--- config.mk ---
export PLATFORM = sky130hd
export DESIGN_NAME = fetch_execute_ctrl
export DESIGN_NICKNAME = d
export VERILOG_FILES = /design/src/rtl/tspp_types_pkg.sv /design/src/rtl/fe_pipe_latch.sv /design/src/rtl/fetch_execute_ctrl.sv
export SDC_FILE = /design/constraint.sdc
export NUM_CORES = 1
export LEC_CHECK = 0
export ABC_AREA = 1
export BUFFER_PORTS_ARGS = -buffer_cell sky130_fd_sc_hd__buf_2
export CORE_MARGIN = 5
export CORE_UTILIZATION = 40
export CTS_BUF_LIST = sky130_fd_sc_hd__clkbuf_8
export DETAILED_ROUTE_END_ITERATION = 12
export PLACE_DENSITY_LB_ADDON = 0.08
export SYNTH_ARGS = -nofsm -noshare
export SYNTH_HDL_FRONTEND = slang
export SYNTH_SLANG_ARGS = --single-unit
--- constraint.sdc ---
create_clock -name CLK -period 3.4 [get_ports CLK]
set_input_delay 0.34 -clock CLK [delete_from_list [all_inputs] [get_ports CLK]]
set_output_delay 0.34 -clock CLK [all_outputs]
set_load 0.005 [all_outputs]
--- src/rtl/tspp_types_pkg.sv ---
// Shared types for the two-stage pipeline: machine word, fetch FSM states, fetch constants.
package tspp_types_pkg;

    localparam int unsigned WORD_W = 32;

    typedef logic [WORD_W-1:0] word_t;

    typedef enum logic [1:0] {
        START  = 2'd0,
        FETCH  = 2'd1,
        DRAIN  = 2'd2,
        HALTED = 2'd3
    } fe_ctrl_state_t;

    localparam word_t FE_PC_INC   = WORD_W'(4);
    localparam word_t FE_RESET_PC = 32'h0000_0200;

endpackage : tspp_types_pkg

--- src/rtl/fe_pipe_latch.sv ---
// Fetch->execute latch: load a new instruction, hold it while execute stalls, otherwise drop it.
module fe_pipe_latch
    import tspp_types_pkg::*;
(
    input  logic  CLK,
    input  logic  RST,
    input  logic  load,
    input  logic  flush,
    input  logic  hold,
    input  word_t pc_in,
    input  word_t instr_in,
    input  word_t npc_in,
    output logic  valid,
    output word_t pc,
    output word_t instr,
    output word_t npc
);

    logic  valid_d, valid_q;
    word_t pc_d, pc_q;
    word_t instr_d, instr_q;
    word_t npc_d, npc_q;

    // Load wins; a held entry survives unless flushed; anything else is consumed.
    always_comb begin
        valid_d = 1'b0;
        pc_d    = pc_q;
        instr_d = instr_q;
        npc_d   = npc_q;
        if (load) begin
            valid_d = 1'b1;
            pc_d    = pc_in;
            instr_d = instr_in;
            npc_d   = npc_in;
        end else if (hold && !flush) begin
            valid_d = valid_q;
        end
    end

    // Latch registers with synchronous reset.
    always_ff @(posedge CLK) begin
        if (RST) begin
            valid_q <= 1'b0;
            pc_q    <= '0;
            instr_q <= '0;
            npc_q   <= '0;
        end else begin
            valid_q <= valid_d;
            pc_q    <= pc_d;
            instr_q <= instr_d;
            npc_q   <= npc_d;
        end
    end

    assign valid = valid_q;
    assign pc    = pc_q;
    assign instr = instr_q;
    assign npc   = npc_q;

endmodule : fe_pipe_latch

--- src/rtl/fetch_execute_ctrl.sv ---
// Fetch sequencer: owns the PC, drives imem reads and feeds the fetch->execute latch,
// reacting to execute-side stall, redirect and halt.
module fetch_execute_ctrl
    import tspp_types_pkg::*;
#(
    parameter word_t RESET_PC = FE_RESET_PC,
    parameter word_t PC_INC   = FE_PC_INC
) (
    input  logic  CLK,
    input  logic  RST,
    output logic  imem_ren,
    output word_t imem_addr,
    input  logic  imem_busy,
    input  word_t imem_rdata,
    input  logic  ex_stall,
    input  logic  ex_redirect,
    input  word_t ex_target,
    input  logic  ex_halt,
    output logic  fe_valid,
    output word_t fe_pc,
    output word_t fe_instr,
    output word_t fe_npc,
    output logic  halted
);

    fe_ctrl_state_t state_d, state_q;
    word_t          pc_d, pc_q;
    word_t          drain_addr_d, drain_addr_q;
    logic           halt_pend_d, halt_pend_q;
    logic           halted_d, halted_q;

    logic  lat_load, lat_flush, lat_hold;
    logic  in_fetch, slot_free, halt_act, redir_act, capture;
    word_t pc_inc;

    assign in_fetch  = (state_q == FETCH);
    assign slot_free = !fe_valid || !ex_stall;
    assign halt_act  = in_fetch && fe_valid && !ex_stall && ex_halt;
    assign redir_act = in_fetch && fe_valid && ex_redirect && !halt_act;
    assign capture   = in_fetch && !imem_busy && slot_free && !ex_redirect && !ex_halt;
    assign pc_inc    = pc_q + PC_INC;

    // State register.
    always_ff @(posedge CLK) begin
        if (RST) state_q <= START;
        else     state_q <= state_d;
    end

    // Next-state: a busy imem at redirect/halt forces a drain of the open request.
    always_comb begin
        state_d = state_q;
        case (state_q)
            START:   state_d = FETCH;
            FETCH: begin
                if (halt_act)                    state_d = imem_busy ? DRAIN : HALTED;
                else if (redir_act && imem_busy) state_d = DRAIN;
            end
            DRAIN:   if (!imem_busy) state_d = halt_pend_q ? HALTED : FETCH;
            HALTED:  state_d = HALTED;
            default: state_d = START;
        endcase
    end

    // Imem request decode; the drained address stays on the bus until the response lands.
    always_comb begin
        imem_ren  = 1'b0;
        imem_addr = pc_q;
        case (state_q)
            FETCH:   imem_ren = 1'b1;
            DRAIN: begin
                imem_ren  = 1'b1;
                imem_addr = drain_addr_q;
            end
            default: imem_ren = 1'b0;
        endcase
    end

    // PC, drain bookkeeping and latch control; halt beats redirect beats capture.
    always_comb begin
        pc_d         = pc_q;
        drain_addr_d = drain_addr_q;
        halt_pend_d  = halt_pend_q;
        lat_load     = 1'b0;
        lat_flush    = 1'b0;
        lat_hold     = 1'b1;
        case (state_q)
            FETCH: begin
                lat_hold = ex_stall;
                if (halt_act) begin
                    lat_flush = 1'b1;
                    if (imem_busy) begin
                        halt_pend_d  = 1'b1;
                        drain_addr_d = pc_q;
                    end
                end else if (redir_act) begin
                    lat_flush = 1'b1;
                    pc_d      = ex_target;
                    if (imem_busy) drain_addr_d = pc_q;
                end else if (capture) begin
                    lat_load = 1'b1;
                    pc_d     = pc_inc;
                end
            end
            DRAIN: begin
                lat_flush = 1'b1;
                if (ex_redirect) pc_d = ex_target;
            end
            HALTED:  lat_flush = 1'b1;
            default: lat_hold  = 1'b1;
        endcase
        halted_d = (state_d == HALTED);
    end

    // Datapath registers.
    always_ff @(posedge CLK) begin
        if (RST) begin
            pc_q         <= RESET_PC;
            drain_addr_q <= '0;
            halt_pend_q  <= 1'b0;
            halted_q     <= 1'b0;
        end else begin
            pc_q         <= pc_d;
            drain_addr_q <= drain_addr_d;
            halt_pend_q  <= halt_pend_d;
            halted_q     <= halted_d;
        end
    end

    assign halted = halted_q;

    fe_pipe_latch u_latch (
        .CLK      (CLK),
        .RST      (RST),
        .load     (lat_load),
        .flush    (lat_flush),
        .hold     (lat_hold),
        .pc_in    (pc_q),
        .instr_in (imem_rdata),
        .npc_in   (pc_inc),
        .valid    (fe_valid),
        .pc       (fe_pc),
        .instr    (fe_instr),
        .npc      (fe_npc)
    );

endmodule : fetch_execute_ctrl
======== Word-level counts from Yosys, hierarchy flattened ========
Index checks and enable logic that the tools add are counted.
operators by class
  add/sub/neg operators ................... 1
  reductions and logical operators ........ 27
  equal/unequal tests ..................... 8
  multiplexer cells ....................... 26
operators by type and width
  cell                                                              count
  32-bit 2-to-1 mux                                                 8
  32-bit one-hot mux with 2 select lines                            1
  32-bit by 3-bit adder with 32-bit output (second input constant)  1
  1-bit logical AND                                                 11
  1-bit 2-to-1 mux                                                  11
  2-bit 2-to-1 mux                                                  4
  2-bit one-hot mux with 4 select lines                             1
  1-bit zero test                                                   7
  2-bit == test (second input constant)                             3
  2-bit != test (second input constant)                             3
  4-bit AND reduction                                               1
  2-bit nonzero test                                                2
  2-bit OR reduction                                                2
  3-bit by 1-bit != test with 1-bit output (second input constant)  1
  3-bit AND reduction                                               1
  2-bit by 1-bit == test with 1-bit output (second input constant)  1
  2-bit zero test                                                   1
  1-bit one-hot mux with 2 select lines                             1
  2-bit AND reduction                                               1
  1-bit logical OR                                                  1
storage, ports and cells
  word-level logic and storage cells ...... 71
  output and inout port bits .............. 131
  register bits after elaboration ......... 165
  bits of input ports ..................... 70

======== Depth between registers and ports, before layout ========
  word-level depth ........................ 13
  mapped depth ............................ 12
  depth with buffers taken out ............ 11

======== Modules after synthesis ========
A second synthesis with hierarchy kept.
unflattened totals
  cells, all modules ...................... 1096
  area total of the unflattened synthesis .. 7473.4 µm²
by module, submodules not included
  module              cells an instance  sequential area each (µm²)  instances  area an instance (µm²)
  fetch_execute_ctrl  675                1361.3                      1          4102.7
  fe_pipe_latch       421                1941.9                      1          3370.7

======== Worst setup path after synthesis ========
Ideal clock, no wire load.
  path type ............................... register to register
  start point ............................. register state_q[1]
  end point ............................... register pc_q[12]
  stages on the path, launching flop included .. 13
  period minus slack after synthesis ...... 1.637 ns
  path slack .............................. 1.763 ns
  required time ........................... 3.283 ns
  setup time .............................. 0.117 ns
  path buffers ............................ 1
  arrival time ............................ 1.520 ns
  cells stage by stage .................... dfxtp_1 -> inv_1 -> ha_1 -> inv_2 -> nor2_2 -> nand3_2 -> nand2_2 -> nand3b_4 -> inv_2 -> buf_2 -> nand2_1 -> nor2_1 -> nor2_1
between the ends
  word-level cells in the longest chain between the ends .. 9
  elaborated cells between the ends (all ways) .. 20
  those cells by class .................... 5 x eq/ne; 3 x mux; 12 x reduce/logical
ends and longest elaborated chain
  item                                      line                                                RTL
  from (decl)                               fetch_execute_ctrl.sv:26                            fe_ctrl_state_t state_d, state_q;
  from (signal assigned)                    fetch_execute_ctrl.sv:46                            else state_q <= state_d;
  2-bit by 1-bit == test with 1-bit output  fetch_execute_ctrl.sv:36, fetch_execute_ctrl.sv:86
  1-bit logical AND                         fetch_execute_ctrl.sv:38, fetch_execute_ctrl.sv:39
  1-bit logical AND (2 in a row)            fetch_execute_ctrl.sv:38                            assign halt_act = in_fetch && fe_valid && !ex_stall && ex_halt;
  1-bit zero test                           fetch_execute_ctrl.sv:39                            assign redir_act = in_fetch && fe_valid && ex_redirect && !halt_act;
  1-bit logical AND                         fetch_execute_ctrl.sv:39
  32-bit 2-to-1 mux                         fetch_execute_ctrl.sv:95                            end else if (redir_act) begin
  32-bit 2-to-1 mux                         fetch_execute_ctrl.sv:89                            if (halt_act) begin
  32-bit one-hot mux with 2 select lines    fetch_execute_ctrl.sv:86                            case (state_q)
  to (signal assigned)                      fetch_execute_ctrl.sv:122                           pc_q <= pc_d;
  to (decl)                                 fetch_execute_ctrl.sv:27                            word_t pc_d, pc_q;
Parallel ways exist; a longest one is shown, timed or not. The select of a mux whose other input is x is not followed.
A chain may end at the register's enable or synchronous reset.

======== Worst setup path after layout ========
  start point ............................. register state_q[0]
  end point ............................... register pc_q[23]
The elaborated chain is that of the path after synthesis.

==> flow_summary.yaml <==
setup_path:
  reg2reg_depth: 8
  crit_fanout: 64
  rr_endpoint: "pc_q[23]$_SDFFE_PP0P_"
  reg2reg_slack_ns: 0.83
  cp-end-kind: "register"
  crit_required_ns: 3.77
  critical_path.startpoint: "state_q[0]$_SDFF_PP0_"
  start_kind: "register"
  critPathCapture: "pc_q[23]$_SDFFE_PP0P_"
  reg2reg_from: "state_q[0]$_SDFF_PP0_"
  crit_type: "register to register"
  crit_arrival_ns: 2.94
drt:
  drt-initial-drc-count: 421
  detail_route.first_pass.iterations: 5
  wl_per_cell_um: 15.1
  drt_wl_total_mm: 22.1
  detail_route.vias_per_cell: 4.89
  drc_errors: 0
  ant_nets: 0
  vias: 7159
finish:
  final_net_count: 1295
  syn_to_final_growth_pct: 21.6
  design_area_um2: 8790
  drive_gt1_share_pct: 20.4
timing:
  maxClockFrequency_ghz: 0.390
  tns_ns: 0
  finalCritPeriodShare_pct: 75.5
  final-hold-violation-count: 0
  setup_viol: 0
  min_period_ns: 2.57
  maxSlewHeadroom_pct: 50.0
  worst_pin_slew_ns: 0.751
  finClkSkew_ns: 0.00842
  slew_violations: 0
  rsz0062_at_grt: "false"
clocking:
  cts_tree: "yes"
  clk_latency_ns: 0.45
  postCtsHoldBufs: 0
  post-cts-setup-buffers: 0
  clockBufferDepth: 2
  cts_inserted_buffers: 17
  clkSinkCount: 163
  root_buffer: "clkbuf_8"
  cts_resized: 0
  h-tree-depth: 4
  clk_pin_slew_ns: 0.09
floorplanning:
  core_um2: 17900
  io_pins: 201
  fp.dieW_um: 144
  rows: 49
  start_util_pct: 40.4
  die_area_um2: 20900
  die_y_um: 144
pwr:
  leakage_nw: 4.10
  power_density_nw_per_um2: 465
  power.total_mw: 4.08
  ir_worst_vdd_mv: 0.230
logic_synthesis:
  netlist_area_um2: 7230
  syn_avg_cell_area_um2: 6.85
  synth_cells: 1055
  synthFlopType: "dfxtp_1"
  synth_edf_count: 0
  async_flop_share_pct: 0
  synth_warnings: 0
  syn-num-nets: 1130
  ys_seq_area_share_pct: 45.2
  synth_cell_types: 25
  ys_seq_elements: 163
grt:
  grt_pass1_vias: 6601
  antenna_found_initial: 2
  track_usage_pct: 21.1
  grt_pass1_wl_mm: 34.8
  grt_overflow: 0
  grt_max_degree: 73
placement:
  gp_congestion: 0.895
  place_area_um2: 8320
  port_buffers: 200
  hpwlAfterDp_mm: 15.9
status:
  status: "complete, no violations"
min_path:
  min_path_type: "input pin to register"
job:
  maxCapViolCount: 0
[cell families after synthesis]
kind of cell / Yosys count / share of synthesized area, %
AOI/OAI and AO/OA: 298 / 20.9
xor gates and xnor gates: 10 / 1.21
adders and majority gates: 5 / 0.866
buffers and inverters: 143 / 8.24
DFF: 163 / 45.2
and+or+nand+nor: 436 / 23.6
[where the power goes]
group	internal [mW]	switching, mW	total [mW]
combinational	0.154	0.256	0.411
sequential	1.97	0.0636	2.04
clock	0.914	0.721	1.64
[metrics by stage]
stage | setup slack [ns] | hold WS, ns | util [%] | cells
2_1_floorplan | 1.76 | 0.435 | - | 1055
3_3_place_gp | 0.880 | 0.453 | 46.5 | 1430
3_5_place_dp | 0.862 | 0.457 | 46.5 | 1430
4_1_cts | 0.848 | 0.0915 | 49.1 | 1462
5_1_grt | 0.565 | 0.119 | 49.1 | 1463
6_report | 0.834 | 0.122 | 49.1 | 1463
[how the worst min path moves through the flow]
stage	startpoint	end	slack, ns	depth (start not counted)
global route	ex_target[1]	pc_q[1]$_SDFFE_PP0P_	0.12	3
finish	ex_target[0]	pc_q[0]$_SDFFE_PP0P_	0.12	3
CTS	ex_target[0]	pc_q[0]$_SDFFE_PP0P_	0.09	3
floorplan	halt_pend_q$_SDFFE_PP0P_	halt_pend_q$_SDFFE_PP0P_	0.44	1
global placement	u_latch.npc[6]$_SDFFE_PP0P_	u_latch.npc[6]$_SDFFE_PP0P_	0.45	2
detailed placement	u_latch.npc[2]$_SDFFE_PP0P_	u_latch.npc[2]$_SDFFE_PP0P_	0.46	2
[synthesized netlist by cell type, types with 2 or more instances]
library cell | number | area, um2
o211ai_1 | 5 | 37.5
dfxtp_1 | 163 | 3260
nand4_1 | 2 | 12.5
inv_1 | 75 | 282
ha_1 | 5 | 62.6
nand3_1 | 27 | 135
nand2_1 | 207 | 777
buf_2 | 23 | 115
xor2_1 | 10 | 87.6
nor2_1 | 193 | 724
nor2_2 | 2 | 12.5
o21ai_1 | 3 | 15.0
nor3_1 | 2 | 10.0
buf_4 | 6 | 45.0
inv_2 | 3 | 11.3
a21oi_1 | 110 | 551
o21ai_0 | 178 | 891
clkbuf_1 | 34 | 128
[placed cells by master, fill, tap and decap left out, drive strengths merged]
cell	count
nand2	208
nand3b	1
dfxtp	163
o2111ai	1
o21ai	181
nand3	28
o211ai	5
ha	5
clkinv	5
nand4	2
inv	80
buf	210
bufinv	5
clkinvlp	2
nor3	2
nor2	195
xor2	10
a21oi	110
o21a	1
diode	1
clkbuf	19
[layout make-up]
class	count	area, um2
Clock buffer	19	262
Multi-Input combinational cell	749	3380
Sequential cell	163	3260
Tap cell	229	287
Antenna cell	1	2.50
Timing Repair Buffer	210	1090
Clock inverter	13	208
Fill cell	1917	9110
Inverter	79	300
[per-layer routing]
layer  global-route usage, %  wire (um)  up-vias
li1                        -          -     3731
met4                    5.65        280        2
met2                    30.5       8980      207
met3                    4.70       1510       22
met1                    31.5      11400     3197
met5                       0          7        -
[registers in the layout, indices dropped and copies added (netlist names)]
| register | cells |
|---|---|
| u_latch.instr | 32 |
| pc_q | 32 |
| halt_pend_q | 1 |
| state_q | 2 |
| halted | 1 |
| u_latch.valid | 1 |
| u_latch.npc | 30 |
| drain_addr_q | 32 |
| u_latch.pc | 32 |
[worst max-delay path, cell delays in order (launching register included)]
cell,delay [ns]
dfxtp_1,0.34
inv_1,0.11
ha_2,0.18
buf_4,0.45
nor2_1,0.10
nand3b_4,0.43
inv_2,0.54
o21ai_0,0.16
a21oi_1,0.16
(Power assumes the default switching activity.)
